===== src/rtl/serial_adder_ctrl.sv =====
// Bit-serial adder: one full-adder slice reused LSB first, one bit per clock; WIDTH+1 edges from start to done.
// Optional subtract mode behind SERIAL_ADDER_SUB_EN (adds Sub port); start is ignored while busy or done.
module serial_adder_ctrl #(
    parameter  int WIDTH = 8,
    localparam int CNT_W = $clog2(WIDTH + 1)
) (
    input  logic             clk,
    input  logic             rst_n,
    input  logic             start,
    input  logic [WIDTH-1:0] A,
    input  logic [WIDTH-1:0] B,
    input  logic             Cin,
`ifdef SERIAL_ADDER_SUB_EN
    input  logic             Sub,
`endif
    output logic             busy,
    output logic             done,
    output logic [WIDTH-1:0] Sum,
    output logic             Carry
);

    typedef enum logic [1:0] {
        IDLE = 2'd0,
        RUN  = 2'd1,
        DONE = 2'd2
    } state_t;

    localparam logic [CNT_W-1:0] LAST_BIT = CNT_W'(WIDTH - 1);

    state_t           state_q, state_d;
    logic [WIDTH-1:0] sha_q, sha_d;
    logic [WIDTH-1:0] shb_q, shb_d;
    logic [WIDTH-2:0] acc_q, acc_d;
    logic             cy_q, cy_d;
    logic [CNT_W-1:0] cnt_q, cnt_d;
    logic [WIDTH-1:0] sum_q, sum_d;
    logic             carry_q, carry_d;

    logic             sub_sel;
    logic             s_bit;
    logic             c_bit;
    logic [WIDTH-1:0] acc_next;

`ifdef SERIAL_ADDER_SUB_EN
    assign sub_sel = Sub;
`else
    assign sub_sel = 1'b0;
`endif

    assign s_bit    = sha_q[0] ^ shb_q[0] ^ cy_q;
    assign c_bit    = (sha_q[0] & shb_q[0]) | (cy_q & (sha_q[0] ^ shb_q[0]));
    // Accumulator keeps WIDTH-1 collected bits; the current bit completes the word.
    assign acc_next = {s_bit, acc_q};

    always_comb begin
        state_d = state_q;
        sha_d   = sha_q;
        shb_d   = shb_q;
        acc_d   = acc_q;
        cy_d    = cy_q;
        cnt_d   = cnt_q;
        sum_d   = sum_q;
        carry_d = carry_q;
        case (state_q)
            IDLE: begin
                if (start) begin
                    sha_d   = A;
                    shb_d   = sub_sel ? ~B : B;
                    cy_d    = sub_sel ? 1'b1 : Cin;
                    cnt_d   = '0;
                    state_d = RUN;
                end
            end
            RUN: begin
                sha_d = sha_q >> 1;
                shb_d = shb_q >> 1;
                acc_d = acc_next[WIDTH-1:1];
                cy_d  = c_bit;
                cnt_d = cnt_q + CNT_W'(1);
                if (cnt_q == LAST_BIT) begin
                    sum_d   = acc_next;
                    carry_d = c_bit;
                    state_d = DONE;
                end
            end
            DONE: begin
                state_d = IDLE;
            end
            default: begin
                state_d = IDLE;
            end
        endcase
    end

    always_ff @(posedge clk or negedge rst_n) begin
        if (!rst_n) begin
            state_q <= IDLE;
            sha_q   <= '0;
            shb_q   <= '0;
            acc_q   <= '0;
            cy_q    <= 1'b0;
            cnt_q   <= '0;
            sum_q   <= '0;
            carry_q <= 1'b0;
        end else begin
            state_q <= state_d;
            sha_q   <= sha_d;
            shb_q   <= shb_d;
            acc_q   <= acc_d;
            cy_q    <= cy_d;
            cnt_q   <= cnt_d;
            sum_q   <= sum_d;
            carry_q <= carry_d;
        end
    end

    assign busy  = (state_q == RUN);
    assign done  = (state_q == DONE);
    assign Sum   = sum_q;
    assign Carry = carry_q;

endmodule


===== config.mk =====
export PLATFORM = sky130hd
export DESIGN_NAME = serial_adder_ctrl
export DESIGN_NICKNAME = d
export VERILOG_FILES = /design/src/rtl/serial_adder_ctrl.sv
export SDC_FILE = /design/constraint.sdc
export NUM_CORES = 1
export LEC_CHECK = 0
export BUFFER_PORTS_ARGS = -buffer_cell sky130_fd_sc_hd__buf_2
export CAP_MARGIN = 5
export CORE_MARGIN = 4
export CORE_UTILIZATION = 25
export CTS_BUF_LIST = sky130_fd_sc_hd__clkbuf_8 sky130_fd_sc_hd__clkbuf_16
export CTS_CLUSTER_SIZE = 25
export DETAILED_ROUTE_END_ITERATION = 12
export HOLD_SLACK_MARGIN = 0.05
export PLACE_DENSITY = 0.48
export SETUP_SLACK_MARGIN = 0.2
export SYNTH_ARGS = -nofsm -noshare
export SYNTH_HDL_FRONTEND = slang
export SYNTH_SLANG_ARGS = --single-unit

===== constraint.sdc =====
create_clock -name clk -period 2.95 [get_ports clk]
set_input_delay 0.295 -clock clk [delete_from_list [all_inputs] [get_ports clk]]
set_output_delay 0.295 -clock clk [all_outputs]
set_load 0.01 [all_outputs]

# Yosys cells after proc, flatten, opt, wreduce, memory -nomap -nowiden
# Cells that the tools add are included.
dict set report word_totals {
  register_bits 39
  output_inout_bits 11
}
dict set report op_classes {
  n_bitwise 5
  addsub 1
  n_reduce_logical 5
  eq_ne 5
  mux 11
}
# cell count
set op_table {}
lappend op_table {{case mux 8 bit (2 select lines)} 2}
lappend op_table {{two-way mux 8 bit} 2}
lappend op_table {{case mux 4 bit (2 select lines)} 1}
lappend op_table {{AND reduction 2 bit} 3}
lappend op_table {{adder 4 x 1 -> 4 bit (second input constant)} 1}
lappend op_table {{equality test 4 x 3 -> 1 bit (second input constant)} 1}
lappend op_table {{two-way mux 2 bit} 2}
lappend op_table {{two-way mux 4 bit} 1}
lappend op_table {{case mux 2 bit (2 select lines)} 1}
lappend op_table {{bitwise AND 1 bit} 2}
lappend op_table {{equality test 2 x 1 -> 1 bit (second input constant)} 1}
lappend op_table {{equality test 2 bit (second input constant)} 1}
lappend op_table {{logical NOT 2 bit} 1}
lappend op_table {{inequality test 2 x 1 -> 1 bit (second input constant)} 1}
lappend op_table {{inequality test 2 bit (second input constant)} 1}
lappend op_table {{case mux 1 bit (2 select lines)} 1}
lappend op_table {{nonzero test 2 bit} 1}
lappend op_table {{XOR 1 bit} 2}
lappend op_table {{two-way mux 1 bit} 1}
lappend op_table {{bitwise OR 1 bit} 1}

# Logic depth before layout (Yosys ltp)
dict set report logic_depth {
  depth_word 4
  mapped_depth 6
  depth_no_buf 4
}

# Worst setup path after synthesis
# Ideal clock, no wire load.
dict set report synth_path {
  kind {flip-flop to flip-flop}
  from {register cnt_q[0]}
  to {register carry_q (netlist: Carry)}
  slack_ns 1.536
  arrival_ns 1.289
  synth_period_minus_slack_ns 1.414
  stages_incl_launch_ff 5
  setup_ns 0.125
  cell_sequence {dfrtp_1 -> ha_1 -> nand2_1 -> nor3_4 -> mux2_2}
}
dict set report synth_between {
  elab_chain_len 2
}
# item line_no
set synth_lines {}
lappend synth_lines {{start: declaration} 35} ;# logic [CNT_W-1:0] cnt_q, cnt_d;
lappend synth_lines {{start signal: assignment} 111} ;# cnt_q <= cnt_d;
lappend synth_lines {{equality test 4 x 3 -> 1 bit} 80} ;# if (cnt_q == LAST_BIT) begin
lappend synth_lines {{AND reduction 2 bit (no source line)} -}
lappend synth_lines {{end signal: assignment} 113} ;# carry_q <= carry_d;
lappend synth_lines {{end: declaration} 37} ;# logic carry_q, carry_d;
# Every way passes these cells.
# A chain may end at the register's enable or synchronous reset.

# Final worst setup path
dict set report layout_path {
  from {register state_q[1]}
  to {output port busy}
}
dict set report layout_between {
  elab_chain_len 1
}
# item line_no
set layout_lines {}
lappend layout_lines {{start: declaration} 30} ;# state_t state_q, state_d;
lappend layout_lines {{start signal: assignment} 106} ;# state_q <= state_d;
lappend layout_lines {{equality test 2 x 1 -> 1 bit} 117} ;# assign busy = (state_q == RUN);
lappend layout_lines {{end: declaration} 16} ;# output logic busy,
# Every way passes these cells.

==> impl_metrics.json <==
{
  "dr.first_iter.drc_count": 125,
  "die_x_um": 89.6,
  "maxSlewHeadroom": 0.417,
  "slew_viol_final": 0,
  "num_vias": 1163,
  "drt_wl_total_um": 3470,
  "r2r-start": "state_q[1]",
  "cts_tree": "yes",
  "grt.overflow.total": 0,
  "cp-start-kind": "flip-flop",
  "leakagePower_nw": 0.952,
  "coreArea_sq_um": 6420,
  "ys_ff_latch": 39,
  "wire_per_inst_um": 13.2,
  "status": "complete, no violations",
  "hpwl_um": 2400,
  "clock_path_buffers": 2,
  "fin_hold_ws_ps": 112,
  "place_inst": 255,
  "finalCritPeriodShare": 0.719,
  "fp.dieH_um": 89.6,
  "diodes": 0,
  "fin_area_sq_um": 2020,
  "synth-edff-count": 0,
  "timing.rr.end": "Sum[4]",
  "io_buffer_count": 30,
  "setup-tns-final_ps": 0,
  "ys_warn_count": 0,
  "syn_nets": 177,
  "maxCapViolations": 0,
  "cts_hold_buffers": 0,
  "avgSynthCellArea_sq_um": 10.7,
  "criticalPathCategory": "reg2out",
  "max_freq_mhz": 471,
  "dp_slack_ps": 1010,
  "drt-vias-per-instance": 4.42,
  "peakVddDrop_v": 0.000263,
  "synth_area_sq_um": 1670,
  "cp_max_fo": 20,
  "cp_num_cells": 3,
  "grt_pass1_vias": 1266,
  "ys.flop_type": "dfrtp_1",
  "period_needed_ps": 2120,
  "antenna_found_initial": 0,
  "dieArea_sq_um": 8030,
  "worstPathRequired_ps": 2650,
  "yosysUniqueCellTypes": 24,
  "cts_setup_buffers": 0,
  "tightest_slew_ps": 875,
  "grt_pass1_wl_um": 6180,
  "postLayoutSetupSlackWorst_ps": 829,
  "fin_skew_ps": 8.57,
  "final_cells": 263,
  "netlist_instances": 155,
  "htreeDepth": 2,
  "final_net_count": 207,
  "hold_viol": 0,
  "ys_async_sr_fraction": 1.00,
  "rows": 29,
  "min_path_type": "in2async",
  "timing.critical_path.buf_inv": 2,
  "ant_nets": 0,
  "dr.pass1.iters": 4,
  "cp_slowest_stage_delay_ps": 730,
  "clk_pin_slew_ps": 80,
  "clock-sinks": 39,
  "place.gp.congestion": 0.718,
  "cts_resized": 0,
  "clock_latency_ps": 290,
  "ys_seq_area_frac": 0.586,
  "start_util": 0.259,
  "drive_above_1_share": 0.280,
  "ctsRootBufferMaster": "clkbuf_8",
  "cp_slowest_cell": "dfrtp_1",
  "worstPathArrival_ps": 1830,
  "placed_cell_area_sq_um": 1880,
  "cp_top_family": "flip-flops",
  "remaining_drc_errors": 0,
  "ios": 31,
  "rrSetupSlack_ps": 1050,
  "track_usage": 0.0995,
  "grt_max_degree": 40,
  "crit_chain": "nand2b_4 -> clkinv_1 -> buf_2",
  "finalSetupViolations": 0,
  "pwr_density_cell_nw_per_um2": 1070,
  "area_growth_pct": 21.3,
  "rsz0062_at_grt": "false",
  "critPathCaptureType": "output port",
  "cts_buffers": 5,
  "reg2regPathDepth": 3
}
-- layout by cell type, fill, tap and decap left out --
cell	instances
o21bai_1	1
a21oi_1	4
and3b_1	3
buf_2	30
nand2b_4	1
buf_4	2
inv_1	1
bufinv_16	2
clkinvlp_4	1
nor3_4	1
nand3_1	3
o21ai_0	17
fa_1	1
or3_1	1
clkbuf_8	5
dfrtp_1	39
clkinv_1	1
ha_1	1
a22o_1	2
a31oi_1	1
mux2_2	10
nor2_1	3
nor2b_1	3
nand2_1	40
a32o_1	1
a22oi_1	12
-- per-layer routing --
metal  global-route usage  part of all wire
met4               0.0365             0.012
met2                0.138              0.44
met1                0.146              0.50
met5                    0                 0
met3               0.0283             0.041
-- synthesized netlist by cell type (all sizes together) (2+ instances only) --
master / instances / area share
nand2: 40 / 0.090
dfrtp: 39 / 0.59
o21ai: 17 / 0.051
a22oi: 12 / 0.054
mux2: 10 / 0.068
buf: 5 / 0.017
a21oi: 4 / 0.012
clkbuf: 4 / 0.0090
and3b: 3 / 0.016
nand3: 3 / 0.0090
nor2: 3 / 0.0068
nor2b: 3 / 0.011
a22o: 2 / 0.011
-- worst max-delay path by stage --
stage	from	endpoint	slack, ps
final	state_q[1]	busy	830
after global routing	state_q[1]	busy	660
after CTS	state_q[1]	busy	790
after detailed placement	state_q[0]	Sum[6]	1010
after global placement	state_q[1]	Sum[2]	1030
after floorplan	cnt_q[0]	Carry	1540
-- per-stage QoR --
step,util,total power (W)
after floorplan,-,0.00143
after global placement,0.293,0.00164
after detailed placement,0.293,0.00165
after CTS,0.315,0.00220
after global routing,0.315,0.00236
final,0.315,0.00215
-- report_power, final --
part | internal [W] | leakage (nW) | switching, W
logic | 0.000318 | 0.383 | 0.000365
clock network | 0.000337 | 0.0644 | 0.000191
registers | 0.000757 | 0.506 | 0.000185
-- registers in the layout, summed over array words and instances (netlist names) --
name,count
cnt_q,4
Sum,8
state_q,2
sha_q,8
Carry,1
cy_q,1
shb_q,8
acc_q,7
-- area by class of cell --
type | count | area (sq um)
Fill cell | 670 | 4400
Sequential cell | 39 | 976
Inverter | 2 | 7.51
Clock buffer | 5 | 68.8
Clock inverter | 3 | 67.6
Tap cell | 77 | 96.3
Timing Repair Buffer | 32 | 165
Multi-Input combinational cell | 105 | 639
-- cells by family (layout without fill, tap and decap cells) --
kind of cell / count (synthesis) / after routing / synth area share
AO/OA/AOI/OAI: 38 / 38 / 0.142
buffers and inverters: 11 / 42 / 0.0300
adder cells (fa/ha/maj): 2 / 2 / 0.0195
multiplexers: 10 / 10 / 0.0676
AND/OR/NAND/NOR: 55 / 55 / 0.155
flip-flops: 39 / 39 / 0.586
Note: power is estimated with default switching activity, not from simulation.
